<file path="src/rtl/common_pkg.sv">
// Shared helpers for the common library: arbitration index type and a
// lowest-set-bit priority encoder usable at any width up to ARB_MAX_N.
package common_pkg;

  localparam int ARB_MAX_N    = 64;
  localparam int ARB_MAX_ID_W = $clog2(ARB_MAX_N);

  // Users narrow this to their own ID_W with a size cast.
  typedef logic [ARB_MAX_ID_W-1:0] arb_id_t;

  typedef struct packed {
    logic    vld;
    arb_id_t idx;
  } penc_t;

  // Walk from the top down so the last hit written is the lowest set bit.
  function automatic penc_t prio_enc(input logic [ARB_MAX_N-1:0] v);
    penc_t res;
    res.vld = 1'b0;
    res.idx = '0;
    for (int i = ARB_MAX_N-1; i >= 0; i--) begin
      if (v[i]) begin
        res.vld = 1'b1;
        res.idx = arb_id_t'(i);
      end
    end
    return res;
  endfunction

endpackage

</file>
<file path="src/rtl/maske.sv">
// Thermometer mask from a binary position: selects bits above/below p_i,
// optionally including p_i itself.
module maske #(
  parameter int W              = 8,
  parameter bit P_INCLUSIVE    = 1'b0,
  parameter bit LEFT_NOT_RIGHT = 1'b1,
  localparam int PW            = (W > 1) ? $clog2(W) : 1
) (
  input  logic [PW-1:0] p_i,
  output logic [W-1:0]  mask_o
);

  for (genvar i = 0; i < W; i++) begin : g_bit
    // Comparison stays PW bits wide; every bit index fits because i < W.
    localparam logic [PW-1:0] IDX = PW'(i);
    if (LEFT_NOT_RIGHT && P_INCLUSIVE) begin : g_le
      assign mask_o[i] = (IDX >= p_i);
    end else if (LEFT_NOT_RIGHT) begin : g_lt
      assign mask_o[i] = (IDX > p_i);
    end else if (P_INCLUSIVE) begin : g_re
      assign mask_o[i] = (IDX <= p_i);
    end else begin : g_rt
      assign mask_o[i] = (IDX < p_i);
    end
  end

endmodule

</file>
<file path="src/rtl/rr_arb.sv">
// Round-robin arbiter: registered grant held until ack, zero-bubble regrant
// on ack using the just-acknowledged index as the new priority pointer.
module rr_arb
  import common_pkg::*;
#(
  parameter int  N    = 8,
  localparam int ID_W = $clog2(N)
) (
  input  logic            clk,
  input  logic            rst,
  input  logic [N-1:0]    req_i,
  input  logic            ack_i,
  output logic [N-1:0]    gnt_o,
  output logic            gnt_vld_o,
  output logic [ID_W-1:0] gnt_id_o
);

  typedef enum logic {IDLE = 1'b0, BUSY = 1'b1} state_e;
  typedef logic [ID_W-1:0] id_t;

  state_e         state_q, state_d;
  id_t            ptr_q, ptr_d;
  id_t            gnt_id_q, gnt_id_d;
  logic [N-1:0]   gnt_q, gnt_d;

  id_t            ptr_nxt;
  logic [N-1:0]   hi_mask, hi_req;
  penc_t          pe_hi, pe_all;
  id_t            winner;
  logic           any_req;

  // On ack the mask must already reflect the grant being retired.
  assign ptr_nxt = (state_q == BUSY && ack_i) ? gnt_id_q : ptr_q;

  maske #(.W(N), .P_INCLUSIVE(1'b0), .LEFT_NOT_RIGHT(1'b1)) u_mask (
    .p_i    (ptr_nxt),
    .mask_o (hi_mask)
  );

  assign hi_req  = req_i & hi_mask;
  assign pe_hi   = prio_enc(ARB_MAX_N'(hi_req));
  assign pe_all  = prio_enc(ARB_MAX_N'(req_i));
  assign any_req = pe_all.vld;
  assign winner  = pe_hi.vld ? id_t'(pe_hi.idx) : id_t'(pe_all.idx);

  always_comb begin
    state_d  = state_q;
    ptr_d    = ptr_q;
    gnt_id_d = gnt_id_q;
    unique case (state_q)
      IDLE: begin
        if (any_req) begin
          state_d  = BUSY;
          gnt_id_d = winner;
        end
      end
      BUSY: begin
        if (ack_i) begin
          ptr_d = gnt_id_q;
          if (any_req) gnt_id_d = winner;
          else         state_d  = IDLE;
        end
      end
      default: state_d = IDLE;
    endcase
    gnt_d = (state_d == BUSY) ? ({{(N-1){1'b0}}, 1'b1} << gnt_id_d) : '0;
  end

  always_ff @(posedge clk) begin
    if (rst) begin
      state_q  <= IDLE;
      ptr_q    <= id_t'(N-1);
      gnt_id_q <= '0;
      gnt_q    <= '0;
    end else begin
      state_q  <= state_d;
      ptr_q    <= ptr_d;
      gnt_id_q <= gnt_id_d;
      gnt_q    <= gnt_d;
    end
  end

  assign gnt_o     = gnt_q;
  assign gnt_vld_o = (state_q == BUSY);
  assign gnt_id_o  = gnt_id_q;

`ifndef SYNTHESIS
  a_req_held: assert property (@(posedge clk) disable iff (rst)
    (state_q == BUSY && !ack_i) |-> req_i[gnt_id_q]);
  a_ack_idle: assert property (@(posedge clk) disable iff (rst)
    ack_i |-> (state_q == BUSY));
  a_id_range: assert property (@(posedge clk) disable iff (rst)
    (state_q == BUSY) |-> (int'(gnt_id_q) < N));
`endif

endmodule

</file>
<file path="config.mk">
export PLATFORM = sky130hd
export DESIGN_NAME = rr_arb
export DESIGN_NICKNAME = d
export VERILOG_FILES = /design/src/rtl/common_pkg.sv /design/src/rtl/maske.sv /design/src/rtl/rr_arb.sv
export SDC_FILE = /design/constraint.sdc
export NUM_CORES = 1
export LEC_CHECK = 0
export BUFFER_PORTS_ARGS = -buffer_cell sky130_fd_sc_hd__buf_2
export CAP_MARGIN = 15
export CORE_AREA = 2 2 46 48
export CTS_BUF_LIST = sky130_fd_sc_hd__clkbuf_2 sky130_fd_sc_hd__clkbuf_4 sky130_fd_sc_hd__clkbuf_8
export DETAILED_ROUTE_END_ITERATION = 10
export DIE_AREA = 0 0 48 50
export GPL_TIMING_DRIVEN = 0
export HOLD_SLACK_MARGIN = 0.08
export PLACE_DENSITY = 0.78
export SLEW_MARGIN = 10
export SYNTH_ARGS = -nofsm -noshare
export SYNTH_HDL_FRONTEND = slang
export SYNTH_SLANG_ARGS = --single-unit
</file>
<file path="constraint.sdc">
create_clock -name clk -period 4.2 [get_ports clk]
set_input_delay 0.21 -clock clk [delete_from_list [all_inputs] [get_ports clk]]
set_output_delay 0.21 -clock clk [all_outputs]
set_load 0.005 [all_outputs]
</file>
==> results of run 1 <==
[registers in the layout, summed over array words and instances, names as in the netlist]
name,count
ptr_q,3
gnt_vld_o,1
gnt_id_o,3
gnt_o,8
[metal layers]
| layer | wire [um] | GRT usage (%) | up-vias | part of all wire (%) |
|---|---|---|---|---|
| met5 | 0 | 0 | - | 0 |
| met4 | 18 | 6.76 | 0 | 0.97 |
| met3 | 82 | 1.10 | 2 | 4.4 |
| met2 | 942 | 26.7 | 27 | 51 |
| met1 | 818 | 21.2 | 368 | 44 |
| li1 | - | - | 392 | - |
[Yosys cell counts, drive strengths merged, types with 3 or more instances]
cell / count
dfxtp: 15
nor2: 7
inv: 5
nand2: 5
o21ai: 5
a21oi: 4
nand3: 4
nor3: 4
a21o: 3
and2: 3
and3: 3
mux2i: 3
nand2b: 3
[cell type report]
type / instances / area share [%]
multi-input combinational: 69 / 52.2
sequential: 15 / 29.3
timing repair buffer: 22 / 10.7
tap: 27 / 3.29
clock buffer: 3 / 2.20
inverter: 5 / 1.83
clock inverter: 1 / 0.488
[cells by family after synthesis]
group           Yosys count
mux                       3
compound gates           26
simple gates             40
flops                    15
buf+inv                   5
[metrics by stage]
| stage | hold WS [ps] | power [mW] |
|---|---|---|
| after global placement | 478 | 0.273 |
| after CTS | 177 | 0.360 |
| after detailed placement | 485 | 0.276 |
| after floorplan | 282 | 0.242 |
| after global routing | 181 | 0.375 |
| final | 183 | 0.356 |
[power by group through the flow]
| stage | registers, mW | clock network [mW] | logic [mW] |
|---|---|---|---|
| 6_report | 0.167 | 0.0829 | 0.106 |
| 2_1_floorplan | 0.170 | 0 | 0.0724 |
| 5_1_grt | 0.169 | 0.0907 | 0.115 |
| 3_5_place_dp | 0.170 | 0 | 0.106 |
| 3_3_place_gp | 0.170 | 0 | 0.104 |
| 4_1_cts | 0.167 | 0.0871 | 0.106 |
[how the worst max path moves through the flow]
stage | from | endpoint | slack [ps]
4_1_cts | gnt_vld_o | gnt_o[6] | 2040
2_1_floorplan | gnt_vld_o | gnt_o[2] | 2280
5_1_grt | gnt_vld_o | gnt_o[5] | 1830
3_5_place_dp | req_i[2] | gnt_o[6] | 2060
3_3_place_gp | gnt_vld_o | gnt_o[2] | 2060
6_report | gnt_vld_o | gnt_o[6] | 2020
[worst max-delay path: stages (launching register included)]
cell	delay (ps)
dfxtp_1	450
nand2_1	220
a211oi_1	370
o22ai_1	200
and2_4	200
a221oi_4	380
nor2_1	70
and3_1	190
==> results.md, run 1 <==
* Post-DP HPWL at approximately 1500 um
* FF-to-FF End: gnt_o[6]
* Hold crit path type: in2reg
* Most frequent cells in the layout: 22 x buf_2, 15 x dfxtp_1, 7 x nor2_1
* Tightest Pin Transition at 572 ps
* Sink Count at 15
* Vias per cell at about 5.6
* Initial Utilization at between 40 and 50%
* Flop and latch count out of synthesis at 15
* Setup TNS at 0 ps
* Worst setup path category: reg2reg
* Area occupied by registers at 300 um^2
* Clock Tree Root: clkbuf_4
* DR pass1 iterations at 4
* Core area at 1900 um^2
* Hold depth at 2
* Critical path capture point type: flip-flop
* Register share of total power at approximately 47%
* DRT iter0 DRCs at 20
* Main combinational cell family by area after synthesis: compound AO/OA/AOI/OAI gates
* Worst skew pair latency at between 200 and 300 ps
* Yosys top cell area share at 35.1%
* Worst slew margin at slightly above 60%
* Worst-path clk slew at about 90 ps
* Power Dens Cells at 347 nW/um^2
* Crit path DAT at between 2000 and 2500 ps
* Leak at 0.455 nW
* Pre-CTS setup slack at slightly above 2000 ps
* Worst R2R Path Depth at 7
* Filler cell count at 184
* Internal power at ~240 uW
* Period utilisation layout at between 50% and 60%
* Sw power at between 100 and 150 uW
* Ys flop type: dfxtp_1
* WL final at around 1900 um
* Min-delay src: rst
* Setup crit start kind: flip-flop
* Layout cells sized above 1 at just over 40%
* Fmax at 459 MHz
* CTS tree: yes
* Most common cell after layout, fill and taps aside: buf_2
* Design Area, Final at 1030 um^2
* Syn Area/Cell at between 9 and 10 um^2
* Max Root-Sink Buffers at 2
* Post-route DRC at 0
* Ant. Diodes at 0
* Mux cell area share after synthesis at 3.95%
* Net Sw Frac at approximately a third
* Gate power share at 29.8%
* Post-synth ARST share at 0%
* Routed wire per std cell at about 13 um
* Final setup fails at 0
* Synthesized area at 855 um^2
* Synth area leader: dfxtp_1
* Largest cells by area after synthesis: dfxtp_1 35%, a221oi_4 3.1%, nor2_1 3.1%
* Hold endpoint: gnt_id_o[0]
* Xor and xnor fraction of the mapped netlist area at 0%
* Final Skew at between 2 and 2.5 ps
* Placer Congestion at about 0.88
* Synth Area in Adders at 0%
* Die height at around 50 um
* Vias in the first global route at around 670
* Synth Area in Compound Gates at about 29%
* Hold buffers post-CTS at 0
* Max Slew Vio Count at 0
* I/O Buffers at 22
* Max VDD drop at between 0.0002 and 0.00025 V
* Multi-input logic area at between 500 and 600 um^2
* CP required at about 4400 ps
* Yosys warnings at 0
* Worst r2r src: gnt_vld_o
* Finished Layout Cells at ~140
* Sequential share of the synthesized area at roughly a third
* Syn-to-layout area delta at 20.1%
* All-Layer GR Usage at 16.3%
* Largest net degree at the start of global routing at 10
* Post-synthesis simple-gate area fraction at 29.3%
* Fin worst setup slack at between 2000 and 2500 ps
* Row count at 16
* Layout net count at around 130
* Via count at between 700 and 800
* Resized cells post-CTS at 0
* RSZ-0062 raised after global routing: false
* Post-Syn Instances at 89
* Post-synth EDFFs at 0
* Max FO, Critical Path at 8
* Die ar. at approximately 2400 um^2
* First-pass GRT wire length at between 2000 and 3000 um
* Core Util, Final at a little over half
* Io pins at 23
* Final Hold Vio Count at 0
* DP Cell Count at between 100 and 150
* Num CTS Buffers at 3
* Distinct cells, synth at 42
* GRT overflow at 0
* Min cycle time layout at approximately 2200 ps
* Mapped Nets at 100
* H-tree depth at 1
* Die W at approximately 48 um
* Setup repair bufs after CTS at 0
* Clock share of power at between 20% and 30%
* Dpl cell area at ~1000 um^2
* Run status: finished, final reports clean
* Initial antenna violation count at 0
* ANT nets after route at 0
* Reg2Reg Setup Slack at between 2000 and 2500 ps
* Max-cap viol count at 0
No activity file was read; power rests on OpenSTA's default activity.
==> inputs of run 2 (changes only) <==
--- a/config.mk
+++ b/config.mk
@@ -13,7 +13,7 @@
 export DIE_AREA = 0 0 48 50
 export GPL_TIMING_DRIVEN = 0
 export HOLD_SLACK_MARGIN = 0.08
-export PLACE_DENSITY = 0.78
+export PLACE_DENSITY = 0.81
 export SLEW_MARGIN = 10
 export SYNTH_ARGS = -nofsm -noshare
 export SYNTH_HDL_FRONTEND = slang
==> constraint.sdc (replaced) <==
create_clock -name clk -period 2 [get_ports clk]
set_input_delay 0.1 -clock clk [delete_from_list [all_inputs] [get_ports clk]]
set_output_delay 0.1 -clock clk [all_outputs]
set_load 0.005 [all_outputs]
==> run 2 against run 1 <==
  * The flow now finishes with violations (setup timing)
  * Combinational power rose to 2.6 times the previous value
  * Clock-buffer cell count unchanged
  * Via count rose by 1.8%
  * Worst setup slack lost 2000 ps
  * Final cell count increased by 2.8%
  * First-iteration DRC count is 10% higher
  * Sequential power is 110% higher
  * Sequential cell count stayed put
  * Wire length up 15%
  * Critical endpoint unchanged
  * Largest power group unchanged
==> results.md, run 2 (synthesized netlist as in run 1, its figures left out) <==
* Run status: finished, violations left
* Failing checks: setup timing
* Die height at approximately 50 um
* Sink Count at 15
* Setup crit start kind: flip-flop
* ANT nets after route at 0
* Die W at roughly 48 um
* Max reg flops at 8
* Hold crit path type: in2reg
* Die ar. at around 2400 um^2
* Final setup fails at 1
* First-pass GRT wire length at between 3000 and 4000 um
* Critical path's slowest cell: dfxtp_4
* Worst R2R Path Depth at 7
* Layout net count at 131
* Sw power at around 280 uW
* Clock share of power at 21.6%
* Tightest Pin Transition at between 400 and 500 ps
* Min cycle time layout at 2000 ps
* Post-DP HPWL at ~1400 um
* DRT iter0 DRCs at 22
* Power Dens Cells at about 700 nW/um^2
* Net Sw Frac at approximately a third
* Setup TNS at -4.43 ps
* H-tree depth at 1
* Gate power share at 34.4%
* Placer Congestion at 0.867
* Layout cells sized above 1 at between 50% and 60%
* Crit path DAT at 2180 ps
* Period utilisation layout at 100%
* Worst setup path category: reg2reg
* CTS tree: yes
* CP required at 2180 ps
* Max incr delay on CP at between 300 and 400 ps
* Finished Layout Cells at between 100 and 150
* Worst skew pair latency at 290 ps
* GRT overflow at 0
* Vias per cell at ~5.5
* Post-route DRC at 0
* Worst-path clk slew at ~100 ps
* Fin worst setup slack at -4.43 ps
* Clock Tree Root: clkbuf_4
* I/O Buffers at 22
* Register share of total power at 44.1%
* Max Root-Sink Buffers at 2
* Row count at 16
* CP most frequent cell: and2_4
* Most frequent cells in the layout: 22 x buf_2, 12 x dfxtp_1, 7 x nor2_1
* Internal power at about 530 uW
* Core area at 1900 um^2
* Final Hold Vio Count at 0
* RSZ-0062 raised after global routing: true
* Io pins at 23
* Pre-CTS setup slack at -172 ps
* Max Slew Vio Count at 0
* Routed wire per std cell at between 10 and 15 um
* Initial antenna violation count at 0
* WL final at ~2100 um
* Fmax at roughly 500 MHz
* Critical path capture point type: flip-flop
* Final Skew at about 13 ps
* Leak at just under 0.5 nW
* Vias in the first global route at between 600 and 700
* DR pass1 iterations at 4
* Critical Path, Cell by Cell: and2_4, mux2i_4, a31oi_4, and2_4, a221oi_4, nor2_1, and3_1
* Via count at approximately 800
* Max FO, Critical Path at 8
* Num CTS Buffers at 3
* Ant. Diodes at 0
* Worst slew margin at between 70 and 80%
* Max-cap viol count at 0
* Syn-to-layout area delta at 35.7%
* Hold depth at 4
* All-Layer GR Usage at 17.9%
* Filler cell count at about 160
* Most common cell after layout, fill and taps aside: buf_2
* DP Cell Count at roughly 140
* Largest net degree at the start of global routing at 10
* Max VDD drop at 0.000425 V
* Initial Utilization at approximately 45%
[run 2: path summary, 6_finish.rpt]
check | startpoint | endpoint | slack (ps)
max | gnt_vld_o | gnt_o[6] | -4
min | req_i[0] | gnt_id_o[0] | 340
max reg2reg | gnt_vld_o | gnt_o[6] | -4
min reg2reg | ptr_q[1] | ptr_q[1] | 640
[run 2: power groups by stage]
stage / combinational (mW) / sequential (mW) / clock [mW]
floorplan: 0.152 / 0.357 / 0
global placement: 0.217 / 0.356 / 0
detailed placement: 0.223 / 0.357 / 0
CTS: 0.245 / 0.355 / 0.177
global route: 0.299 / 0.362 / 0.196
finish: 0.279 / 0.357 / 0.175
[run 2: critical path, delay by kind of cell (launching register included)]
| family | cells | cell delay, ps |
|---|---|---|
| compound gates | 2 | 550 |
| flops | 1 | 390 |
| mux | 1 | 330 |
| simple gates | 4 | 620 |
[run 2: repair_timing]
item	in CTS	in global routing
cloned	0	0
buffers inserted	1	2
endpoints found under the setup margin	8	9
gates resized for setup	12	10
hold buffers	1	0
hold endpoints to repair	3	0
pin swaps	1	9
[run 2: routing by layer]
layer	up-vias	wire length, um	global-route usage (%)
met3	2	90	2.20
li1	399	-	-
met5	-	0	0
met1	377	923	22.8
met2	25	1110	29.3
met4	0	14	6.76
[run 2: cell type report]
| class | instances | area, um^2 | area share (%) |
|---|---|---|---|
| clock buffer | 3 | 22.5 | 1.94 |
| clock inverter | 1 | 5.00 | 0.432 |
| inverter | 5 | 18.8 | 1.62 |
| multi-input combinational | 69 | 627 | 54.0 |
| sequential | 15 | 307 | 26.4 |
| tap | 27 | 33.8 | 2.91 |
| timing repair buffer | 26 | 146 | 12.6 |
[run 2: per-stage QoR]
stage          cell area, um^2  utilization, %  power [mW]  hold WS, ps
5_1_grt                   1160            61.0       0.857          353
4_1_cts                   1090            57.2       0.778          348
2_1_floorplan              855               -       0.509          172
3_3_place_gp               998            52.5       0.574          345
6_report                  1160            61.0       0.811          340
3_5_place_dp               998            52.5       0.580          356
